**config.mk**
```make
export PLATFORM = sky130hd
export DESIGN_NAME = fleet_size_decider
export DESIGN_NICKNAME = d
export VERILOG_FILES = /design/src/rtl/fleet_size_decider.sv
export SDC_FILE = /design/constraint.sdc
export NUM_CORES = 1
export LEC_CHECK = 0
export CAP_MARGIN = 40
export CORE_MARGIN = 1
export CORE_UTILIZATION = 50
export CTS_CLUSTER_DIAMETER = 60
export DETAILED_ROUTE_END_ITERATION = 10
export HOLD_SLACK_MARGIN = 0.15
export PLACE_DENSITY = 0.73
export SETUP_SLACK_MARGIN = 0.05
export SLEW_MARGIN = 0
export SYNTH_ARGS = -nofsm -noshare
export SYNTH_HDL_FRONTEND = slang
export SYNTH_SLANG_ARGS = --single-unit
```
**constraint.sdc**
```tcl
create_clock -name clk -period 2.75 [get_ports clk]
set_clock_uncertainty 0.1 [all_clocks]
set_input_delay 0.4125 -clock clk [delete_from_list [all_inputs] [get_ports clk]]
set_output_delay 0.4125 -clock clk [all_outputs]
set_load 0.05 [all_outputs]
```
**src/rtl/fleet_size_decider.sv**
```systemverilog
// rtl/fleet_size_decider.sv - ship-count negotiation controller for the battleship decision phase
// Collects per-player confirmed amounts, forces a decision on timeout, publishes the minimum under ready/ack.
module fleet_size_decider #(
  parameter int NUM_PLAYERS    = 2,
  parameter int CNT_W          = 3,
  parameter int MAX_SHIPS      = 5,
  parameter int DEFAULT_SHIPS  = 1,
  parameter int TIMEOUT_CYCLES = 1024
) (
  input  logic                         clk,
  input  logic                         rst,
  input  logic                         decision,
  input  logic [NUM_PLAYERS*CNT_W-1:0] amount_in,
  input  logic [NUM_PLAYERS-1:0]       confirm,
  input  logic                         ack,
  output logic                         ships_decided,
  output logic [CNT_W-1:0]             agreed_amount,
  output logic [NUM_PLAYERS-1:0]       player_locked,
  output logic [NUM_PLAYERS-1:0]       invalid_pulse,
  output logic                         timed_out,
  output logic                         busy
);

  localparam int TW = (TIMEOUT_CYCLES > 1) ? $clog2(TIMEOUT_CYCLES) : 1;
  localparam logic [TW-1:0]    TIMER_LAST = TW'(TIMEOUT_CYCLES - 1);
  localparam logic [CNT_W-1:0] MAX_AMT    = CNT_W'(MAX_SHIPS);
  localparam logic [CNT_W-1:0] DEF_AMT    = CNT_W'(DEFAULT_SHIPS);
  localparam logic [CNT_W-1:0] MIN_AMT    = CNT_W'(1);

  typedef enum logic [1:0] {
    S_IDLE    = 2'd0,
    S_COLLECT = 2'd1,
    S_DONE    = 2'd2
  } state_e;

  state_e                       state_q, state_d;
  logic [NUM_PLAYERS-1:0]       confirm_q, confirm_d;
  logic [TW-1:0]                timer_q, timer_d;
  logic [NUM_PLAYERS*CNT_W-1:0] amt_q, amt_d;
  logic [NUM_PLAYERS-1:0]       locked_q, locked_d;
  logic [NUM_PLAYERS-1:0]       invalid_q, invalid_d;
  logic [CNT_W-1:0]             agreed_q, agreed_d;
  logic                         decided_q, decided_d;
  logic                         timed_out_q, timed_out_d;

  logic [NUM_PLAYERS-1:0]       cfm_edge;
  logic [CNT_W-1:0]             req_amt;
  logic [CNT_W-1:0]             cand;
  logic [CNT_W-1:0]             min_amt;

  always_comb begin
    state_d     = state_q;
    confirm_d   = confirm;
    timer_d     = timer_q;
    amt_d       = amt_q;
    locked_d    = locked_q;
    invalid_d   = '0;
    agreed_d    = agreed_q;
    decided_d   = decided_q;
    timed_out_d = timed_out_q;
    cfm_edge    = confirm & ~confirm_q;
    req_amt     = '0;
    cand        = '0;
    min_amt     = '1;

    case (state_q)
      S_IDLE: begin
        if (decision) begin
          state_d     = S_COLLECT;
          locked_d    = '0;
          timer_d     = '0;
          agreed_d    = '0;
          timed_out_d = 1'b0;
        end
      end

      S_COLLECT: begin
        for (int i = 0; i < NUM_PLAYERS; i++) begin
          req_amt = amount_in[i*CNT_W +: CNT_W];
          if (cfm_edge[i] && !locked_q[i]) begin
            if (req_amt >= MIN_AMT && req_amt <= MAX_AMT) begin
              amt_d[i*CNT_W +: CNT_W] = req_amt;
              locked_d[i]             = 1'b1;
            end else begin
              invalid_d[i] = 1'b1;
            end
          end
        end

        // Built from next-cycle lock state so a lock landing on the timeout edge still counts.
        for (int i = 0; i < NUM_PLAYERS; i++) begin
          cand = locked_d[i] ? amt_d[i*CNT_W +: CNT_W] : DEF_AMT;
          if (cand < min_amt) begin
            min_amt = cand;
          end
        end

        if (!decision) begin
          state_d  = S_IDLE;
          locked_d = '0;
        end else if (&locked_q) begin
          state_d   = S_DONE;
          agreed_d  = min_amt;
          decided_d = 1'b1;
        end else if (timer_q == TIMER_LAST) begin
          state_d     = S_DONE;
          agreed_d    = min_amt;
          decided_d   = 1'b1;
          timed_out_d = 1'b1;
        end else begin
          timer_d = timer_q + 1'b1;
        end
      end

      S_DONE: begin
        if (ack) begin
          state_d   = S_IDLE;
          decided_d = 1'b0;
        end
      end

      default: begin
        state_d = S_IDLE;
      end
    endcase
  end

  always_ff @(posedge clk or posedge rst) begin
    if (rst) begin
      state_q     <= S_IDLE;
      confirm_q   <= '0;
      timer_q     <= '0;
      amt_q       <= '0;
      locked_q    <= '0;
      invalid_q   <= '0;
      agreed_q    <= '0;
      decided_q   <= 1'b0;
      timed_out_q <= 1'b0;
    end else begin
      state_q     <= state_d;
      confirm_q   <= confirm_d;
      timer_q     <= timer_d;
      amt_q       <= amt_d;
      locked_q    <= locked_d;
      invalid_q   <= invalid_d;
      agreed_q    <= agreed_d;
      decided_q   <= decided_d;
      timed_out_q <= timed_out_d;
    end
  end

  assign ships_decided = decided_q;
  assign agreed_amount = agreed_q;
  assign player_locked = locked_q;
  assign invalid_pulse = invalid_q;
  assign timed_out     = timed_out_q;
  assign busy          = (state_q == S_COLLECT);

endmodule

```
* Word level (Yosys, flattened, before mapping) *
Cells that the tools add are included.

word-level totals
  input port bits = 12
  bits in registers = 29
  output and inout port bits = 10
  word-level logic and storage cells = 95

operators by class
  bitwise gates (word level) = 2
  $lt $le $gt $ge = 6
  reduce and logical (&&, ||, !) cells = 16
  mux-type cells = 50
  $add $sub $neg = 1
  equal/unequal tests = 11

operators by type and width
  cell                     count
  $mux W3                  15
  $mux W10                 4
  $pmux W10 S2             1
  $mux W1                  17
  $mux W2                  8
  $add A10 B1 Y10 const B  1
  $eq A10 B10 Y1 const B   1
  $ne A2 B2 Y1 const B     5
  $reduce_and A5 Y1        2
  $reduce_and A4 Y1        2
  $ge A3 B1 Y1 const B     2
  $le A3 B3 Y1 const B     2
  $pmux W2 S3              1
  $pmux W3 S2              1
  $logic_and A1 B1 Y1      4
  $ne A4 B2 Y1 const B     1
  $pmux W1 S2              2
  $pmux W2 S2              1
  $reduce_and A2 Y1        2
  $reduce_bool A2 Y1       2
  $lt A3 B3 Y1             1
  $lt A3 B3 Y1 const B     1
  $ne A3 B1 Y1 const B     1
  $reduce_and A3 Y1        1
  other kinds (7)          8

* Longest topological paths before layout *
Gate-level depths: netlist of the first run.

  depth in word-level cells = 15
  gate-level depth with buffers = 11

* Worst setup path before layout of the first run *
No wires, ideal clock.

  path type = register to register
  start = reg locked_q[1], in the netlist player_locked[1]
  end = reg agreed_q[1], in the netlist agreed_amount[1]
  cell stages (with the launch flop) = 9
  data required time = 2529 ps
  path slack = 249 ps
  data arrival time = 2280 ps
  path through = dfrtp_1 -> clkbuf_1 -> o41ai_1 -> ha_1 -> o21ba_2 -> nor2_1 -> a31oi_1 -> mux2i_1 -> a22o_1

on the way
  longest elaborated chain between the ends = 11

ends and longest elaborated chain
  what                                       line  text
  start, declared                            40    logic [NUM_PLAYERS-1:0] locked_q, locked_d;
  start signal, assigned                     144   locked_q <= locked_d;
  $logic_not A1 Y1                           80    if (cfm_edge[i] && !locked_q[i]) begin
  $logic_and A1 B1 Y1                        80
  $mux W3 / $mux W1 (equally long branches)  80
  $mux W3 / $mux W1 (equally long branches)  66    case (state_q)
  $mux W3                                    92    cand = locked_d[i] ? amt_d[i*CNT_W +: CNT_W] : DEF_AMT;
  $lt A3 B3 Y1                               93    if (cand < min_amt) begin
  $mux W3                                    93
  $mux W3                                    105   end else if (timer_q == TIMER_LAST) begin
  $mux W3                                    101   end else if (&locked_q) begin
  $mux W3                                    98    if (!decision) begin
  $pmux W3 S2                                66
  end signal, assigned                       146   agreed_q <= agreed_d;
  end, declared                              42    logic [CNT_W-1:0] agreed_q, agreed_d;

Several ways; a longest one is shown, not always the timed one. The select of a mux whose other input is x is not followed.
A chain may end at the register's enable or synchronous reset.

* Worst setup path in the final report of the first run *
  start = in confirm[1]
  end = reg agreed_q[1], in the netlist agreed_amount[1]

on the way
  longest elaborated chain between the ends = 11

ends and longest elaborated chain
  what                                       line  text
  start, declared                            14    input logic [NUM_PLAYERS-1:0] confirm,
  $and A2 B2 Y2 (*)                          61    cfm_edge = confirm & ~confirm_q;
  $logic_and A1 B1 Y1 (*)                    80
  $mux W3 / $mux W1 (equally long branches)  80
  $mux W3 / $mux W1 (equally long branches)  66
  $mux W3 (*)                                92
  $lt A3 B3 Y1                               93
  $mux W3 (*)                                93
  $mux W3                                    105
  $mux W3 (*)                                101
  $mux W3 (*)                                98
  $pmux W3 S2 (*)                            66

Every way passes the cells marked *; elsewhere a longest branch is shown, timed or not. The select of a mux whose other input is x is not followed.

==> results.md, run 1 <==
* Status: finished, final reports clean
* First-pass GRT wire length at ~7400 um
* Die height at about 62 um
* Longest Clk Path Bufs at 2
* DP Area at ~0.0021 mm^2
* Pre-Repair DR Iteration Count at 4
* Pre-CTS setup slack at between 0.02 and 0.03 ns
* Reg2reg setup slack at 0.50 ns
* Mapped Cells at approximately 210
* Number of enable flip-flop cells after synthesis at 0
* Per-cell routed wire length at roughly 15 um
* Die area at 0.00390 mm^2
* Routed Antenna Nets at 0
* Die W at around 62 um
* Share of cells above drive strength 1 at 0.119
* CTS tree: yes
* Syn_area_per_cell at roughly 8.9 um^2
* Largest net degree at the start of global routing at 30
* Setup bufs post-CTS at 0
* Antenna violations before repair at 0
* Final worst-path cycle share at 0.866
* Slowest cell on crit path: clkdlybuf4s50_1
* Post-route setup slack at approximately 0.37 ns
* Final instance area at around 0.0022 mm^2
* DRC violations left at 0
* Drt total wl at about 4100 um
* P&R area growth vs syn at 19.7%
* Top cells by count, synth: dfrtp_1, nor2_1, nand2_1
* Dominant cell type by area after synthesis: dfrtp_1
* I/O Pins at 22
* Leakage power total at 0.000959 uW
* Worst hold path class: input pin to async pin
* Worst Path Buf+Inv at 3
* Worst Max-Slew Pin Slew at ~0.67 ns
* Post-cts resize count at 0
* RSZ-0062 raised after global routing: no
* Top cells by area, synth: dfrtp_1, nor2_1, ha_1
* Mapped Area at about 0.0018 mm^2
* YS warnings at 0
* Cell variety after synth at 48
* Starting Density at 0.535
* Post-synthesis register bit count at 29
* Post-Syn Nets at around 230
* Asr flop ratio synth at 1.00
* Critical path class: input pin to flip-flop
* Clock sink count at 29
* Top FF cell, synth: dfrtp_1
* Htree depth at 2
* Final Max Tran Viols at 0
* Share of the synthesized area in the top cell type at 0.397
* Final nets at 255
* Final setup violation count at 0
* DRT iter0 DRCs at 110
* Post-synthesis sequential area ratio at 0.397
* Critical path launch point type: input pin
* Worst Path Max Fanout at 3
* Row count at 21
* Placer Congestion at 0.831
* Vias at 1643
* Delay-heaviest family, CP: compound AO/OA/AOI/OAI gates
* Cell Pwr Density at around 750 mW/mm^2
* Via/cell ratio at 5.83
* Fin. Hold Viols at 0
* Nature of the critical path endpoint: flip-flop
* Total CTS buffers at 5
* Total Routing Usage GR at 0.243
* Hpwl dp at between 3000 and 4000 um
* N_diodes at 0
* Clock Root Buffer: clkbuf_4
* Crit-path cells: clkdlybuf4s50_1, nand2b_1, buf_4, o31a_1, inv_1, ha_1, o21ba_2, nor2_1, a31oi_1, mux2i_1, a22o_1
* Clk pin slew, worst setup/hold paths at around 0.09 ns
* Max IR drop VDD at 0.000336 V
* Number of max-cap violations at 0
* Grt ovf at 0
* Vias in the first global route at ~1.6k
* Fmax at ~0.42 GHz
* Core area at around 0.0034 mm^2
* Buffers on Ports at 21
* Most frequent cell after synthesis: dfrtp_1
* Max-slew headroom at 0.554
* Worst skew pair latency at 0.33 ns
* Hold buffers post-CTS at 0
* Critical Path RT at between 2 and 3 ns
* TNS Setup at 0 ns
* Worst Path Arrival at approximately 2.5 ns
* Slowest stage delay, CP at ~0.48 ns
* Period minus WS final at 2.38 ns
registers in the layout, indices dropped and copies added (netlist names):
name and count:
timer_q 10, amt_q 6, agreed_amount 3, confirm_q 2, invalid_pulse 2, player_locked 2, state_q 2, ships_decided 1
timed_out 1
kinds of logic (layout without fill, tap and decap cells):
group                      after synthesis  in the layout  synth area share
AOI/OAI and AO/OA                       49             49             0.192
muxes                                    1              1           0.00548
adders and majority gates                7              7            0.0479
buffers and inverters                   17             47            0.0397
xor gates and xnor gates                10             10            0.0479
and+or+nand+nor                         93             93             0.270
DFF                                     29             29             0.397
layout by cell type, fill, tap and decap left out, types with 3 or more instances in the layout:
| master | Yosys | layout |
|---|---|---|
| xnor2_1 | 7 | 7 |
| clkbuf_4 | 0 | 5 |
| nand4_1 | 7 | 7 |
| a21oi_1 | 11 | 11 |
| nand2b_1 | 5 | 5 |
| nor3_1 | 5 | 5 |
| nor2b_1 | 6 | 6 |
| nor2_1 | 26 | 26 |
| o21ai_0 | 14 | 14 |
| dfrtp_1 | 29 | 29 |
| xor2_1 | 3 | 3 |
| ha_1 | 7 | 7 |
| nand2_1 | 19 | 19 |
| clkdlybuf4s50_1 | 0 | 20 |
| nand3_1 | 12 | 12 |
| buf_4 | 0 | 12 |
| inv_1 | 8 | 8 |
worst min-delay path, delay by kind of cell:
family,cells,cell delay [ns]
buffers and inverters,3,0.77
stage by stage:
step	cells	hold slack [ns]	power [uW]	util
6_report	282	0.345	1630	0.641
5_1_grt	282	0.394	1760	0.641
4_1_cts	282	0.350	1640	0.641
3_5_place_dp	275	0.381	1380	0.625
3_3_place_gp	275	0.382	1340	0.625
2_1_floorplan	206	0.344	1150	-
metal layers:
layer,track usage,part of all wire,vias to the layer above
li1,-,-,799
met1,0.308,0.45,796
met2,0.406,0.49,41
met3,0.0602,0.042,7
met4,0.0727,0.016,0
met5,0,0,-
worst paths after layout:
check                           cells after the start                      start                            to
worst max-delay path                               11                 confirm[1]  agreed_amount[1]$_DFFE_PP0P_
worst min-delay path                                3                        rst          amt_q[1]$_DFFE_PP0P_
worst max register to register                     10     confirm_q[1]$_DFF_PP0_  agreed_amount[1]$_DFFE_PP0P_
worst min register to register                      1  ships_decided$_DFFE_PP0P_     ships_decided$_DFFE_PP0P_
max in group asynchronous                           3                        rst        timer_q[6]$_DFFE_PP0P_
min in group clk                                    1  ships_decided$_DFFE_PP0P_     ships_decided$_DFFE_PP0P_
final cells by class:
cell class | count | area, um^2
Clock buffer | 7 | 55.1
Fill cell | 294 | 1230
Inverter | 8 | 30.0
Multi-Input combinational cell | 160 | 1030
Sequential cell | 29 | 726
Tap cell | 46 | 57.6
Timing Repair Buffer | 32 | 290
power by group:
part	internal (uW)	switching (uW)	leakage, uW
Combinational	309	475	0.000562
Clock	120	141	0.0000314
Sequential	509	78.0	0.000365
Total	938	695	0.000959
No activity file was read; power rests on OpenSTA's default activity.
==> run 2: changes to the inputs <==
CELL_PAD_IN_SITES_DETAIL_PLACEMENT = 2   (was unset)
CELL_PAD_IN_SITES_GLOBAL_PLACEMENT = 2   (was unset)
CORE_UTILIZATION = 34   (was 50)
PLACE_DENSITY = unset   (was 0.73)
PLACE_DENSITY_LB_ADDON = 0.1   (was unset)
==> run 2 against run 1 <==
Against the previous run: via count grew 0.18%; power grew 11%; first-iteration DRC count shrank 32%; register-to-register slack lost 0.15 ns; sequential share of layout area shrank 1.0 points; clock power grew 52%; combinational power grew 2%; clock-buffer cell count is the same.
==> results.md, run 2 (synthesis results as in run 1) <==
* Status: finished, final reports clean
* Reg2reg setup slack at ~0.35 ns
* Commonest cells after routing, fill and taps aside: dfrtp_1, nor2_1, clkdlybuf4s50_1
* Cell-internal power at ~1000 uW
* Setup bufs post-CTS at 0
* Clock Root Buffer: clkbuf_8
* Nature of the critical path endpoint: flip-flop
* Per-cell routed wire length at 18.1 um
* Critical Path RT at 2.87 ns
* Period minus WS final at between 2 and 3 ns
* Largest net degree at the start of global routing at 20
* Longest Clk Path Bufs at 2
* Starting Density at 0.356
* Share of cells above drive strength 1 at 0.123
* Routed Antenna Nets at 0
* Worst Path Arrival at 2.62 ns
* RR Startpoint: player_locked[1]$_DFFE_PP0P_
* Sequential power share at 0.340
* Die W at approximately 75 um
* Worst Path Max Fanout at 4
* Gate power share at 0.442
* Cell Pwr Density at 806 mW/mm^2
* Grt ovf at 0
* Row count at 26
* Die area at about 0.0057 mm^2
* Fin. Hold Viols at 0
* Pre-CTS setup slack at -0.0384 ns
* Final Max Tran Viols at 0
* Htree depth at 2
* Worst hold path class: input pin to async pin
* RSZ-0062 raised after global routing: no
* Final worst-path cycle share at 0.910
* FF/Latch Area at between 700 and 800 um^2
* Largest Register: timer_q
* Post-route setup slack at 0.248 ns
* Total CTS buffers at 5
* Hpwl dp at ~4200 um
* Total Routing Usage GR at 0.216
* Hold buffers post-CTS at 0
* Die height at approximately 75 um
* CP startpoint: amount_in[4]
* Buffers on Ports at 21
* Critical path launch point type: input pin
* Post-cts resize count at 0
* I/O Pins at 22
* DRT iter0 DRCs at between 70 and 80
* Worst Max-Slew Pin Slew at just over 0.5 ns
* Utilization after layout at 0.439
* Final setup violation count at 0
* Pre-Repair DR Iteration Count at 4
* Fmax at 0.400 GHz
* TNS Setup at 0 ns
* N_diodes at 0
* Multi-input logic area at around 0.0010 mm^2
* Clock sink count at 29
* Vias in the first global route at roughly 1.8k
* Fraction of power spent switching nets at 0.423
* Reg2Reg Depth at 8
* Core area at just over 0.005 mm^2
* Vias at between 1.5k and 2k
* Fillers at 590
* Net switching power figure at roughly 770 uW
* P&R area growth vs syn at 23.5%
* Max-slew headroom at 0.658
* CTS tree: yes
* Placer Congestion at about 0.85
* Max FFs per register at 10
* Via/cell ratio at around 5.4
* Final nets at between 200 and 300
* DRC violations left at 0
* Worst skew pair latency at between 0.2 and 0.3 ns
* Clk pin slew, worst setup/hold paths at 0.07 ns
* Number of max-cap violations at 0
* Reg2reg end: agreed_amount[1]$_DFFE_PP0P_
* Leakage power total at ~0.00098 uW
* Antenna violations before repair at 0
* First-pass GRT wire length at about 9000 um
* Critical path class: input pin to flip-flop
* Commonest non-fill, non-tap cell in the layout: dfrtp_1
* Drt total wl at between 5000 and 6000 um
* Max IR drop VDD at 0.000272 V
* Clock network power share at 0.219
run 2: worst max-delay path by stage:
stage | to | depth (start not counted)
after global routing | agreed_amount[1]$_DFFE_PP0P_ | 10
after floorplan | agreed_amount[1]$_DFFE_PP0P_ | 8
after CTS | agreed_amount[1]$_DFFE_PP0P_ | 9
after detailed placement | agreed_amount[1]$_DFFE_PP0P_ | 10
final | agreed_amount[1]$_DFFE_PP0P_ | 9
after global placement | agreed_amount[1]$_DFFE_PP0P_ | 10
run 2: critical path, stage by stage:
cell and delay, ns:
clkdlybuf4s50_1 0.50, o41ai_1 0.41, buf_4 0.18, ha_1 0.25, o21ba_2 0.24, nor2_1 0.05, a31oi_1 0.19, mux2i_1 0.25
a22o_1 0.15
run 2: per-layer routing:
| layer | global-route usage | wire [um] |
|---|---|---|
| met4 | 0.0617 | 22 |
| met3 | 0.0357 | 77 |
| met1 | 0.271 | 2460 |
| met2 | 0.381 | 2970 |
| met5 | 0 | 0 |
run 2: power groups by stage:
stage	combinational [uW]	sequential (uW)	clock (uW)
floorplan	495	656	0
detailed placement	807	623	0
global route	881	630	434
global placement	752	607	0
finish	803	617	398
CTS	812	616	413
run 2: cell type report:
cell class / count / area share
flip-flops and latches: 29 / 0.322
clock buffers: 7 / 0.0427
inverters: 8 / 0.0133
well taps: 70 / 0.0388
clock inverters: 1 / 0.00222
repair buffers: 31 / 0.125
multi-input cells: 160 / 0.456
run 2: metrics by stage:
step | cell area [um^2] | hold slack (ns) | std cells | power, uW
2_1_floorplan | 1830 | 0.344 | 206 | 1150
3_3_place_gp | 2160 | 0.375 | 298 | 1360
3_5_place_dp | 2160 | 0.407 | 298 | 1430
4_1_cts | 2260 | 0.354 | 306 | 1840
5_1_grt | 2260 | 0.383 | 306 | 1950
6_report | 2260 | 0.344 | 306 | 1820
==> run 3: changes to the inputs <==
CTS_CLUSTER_DIAMETER = unset   (was 60)
==> results of run 3 <==
Final layout, timing and power as in run 2 (identical DEF).
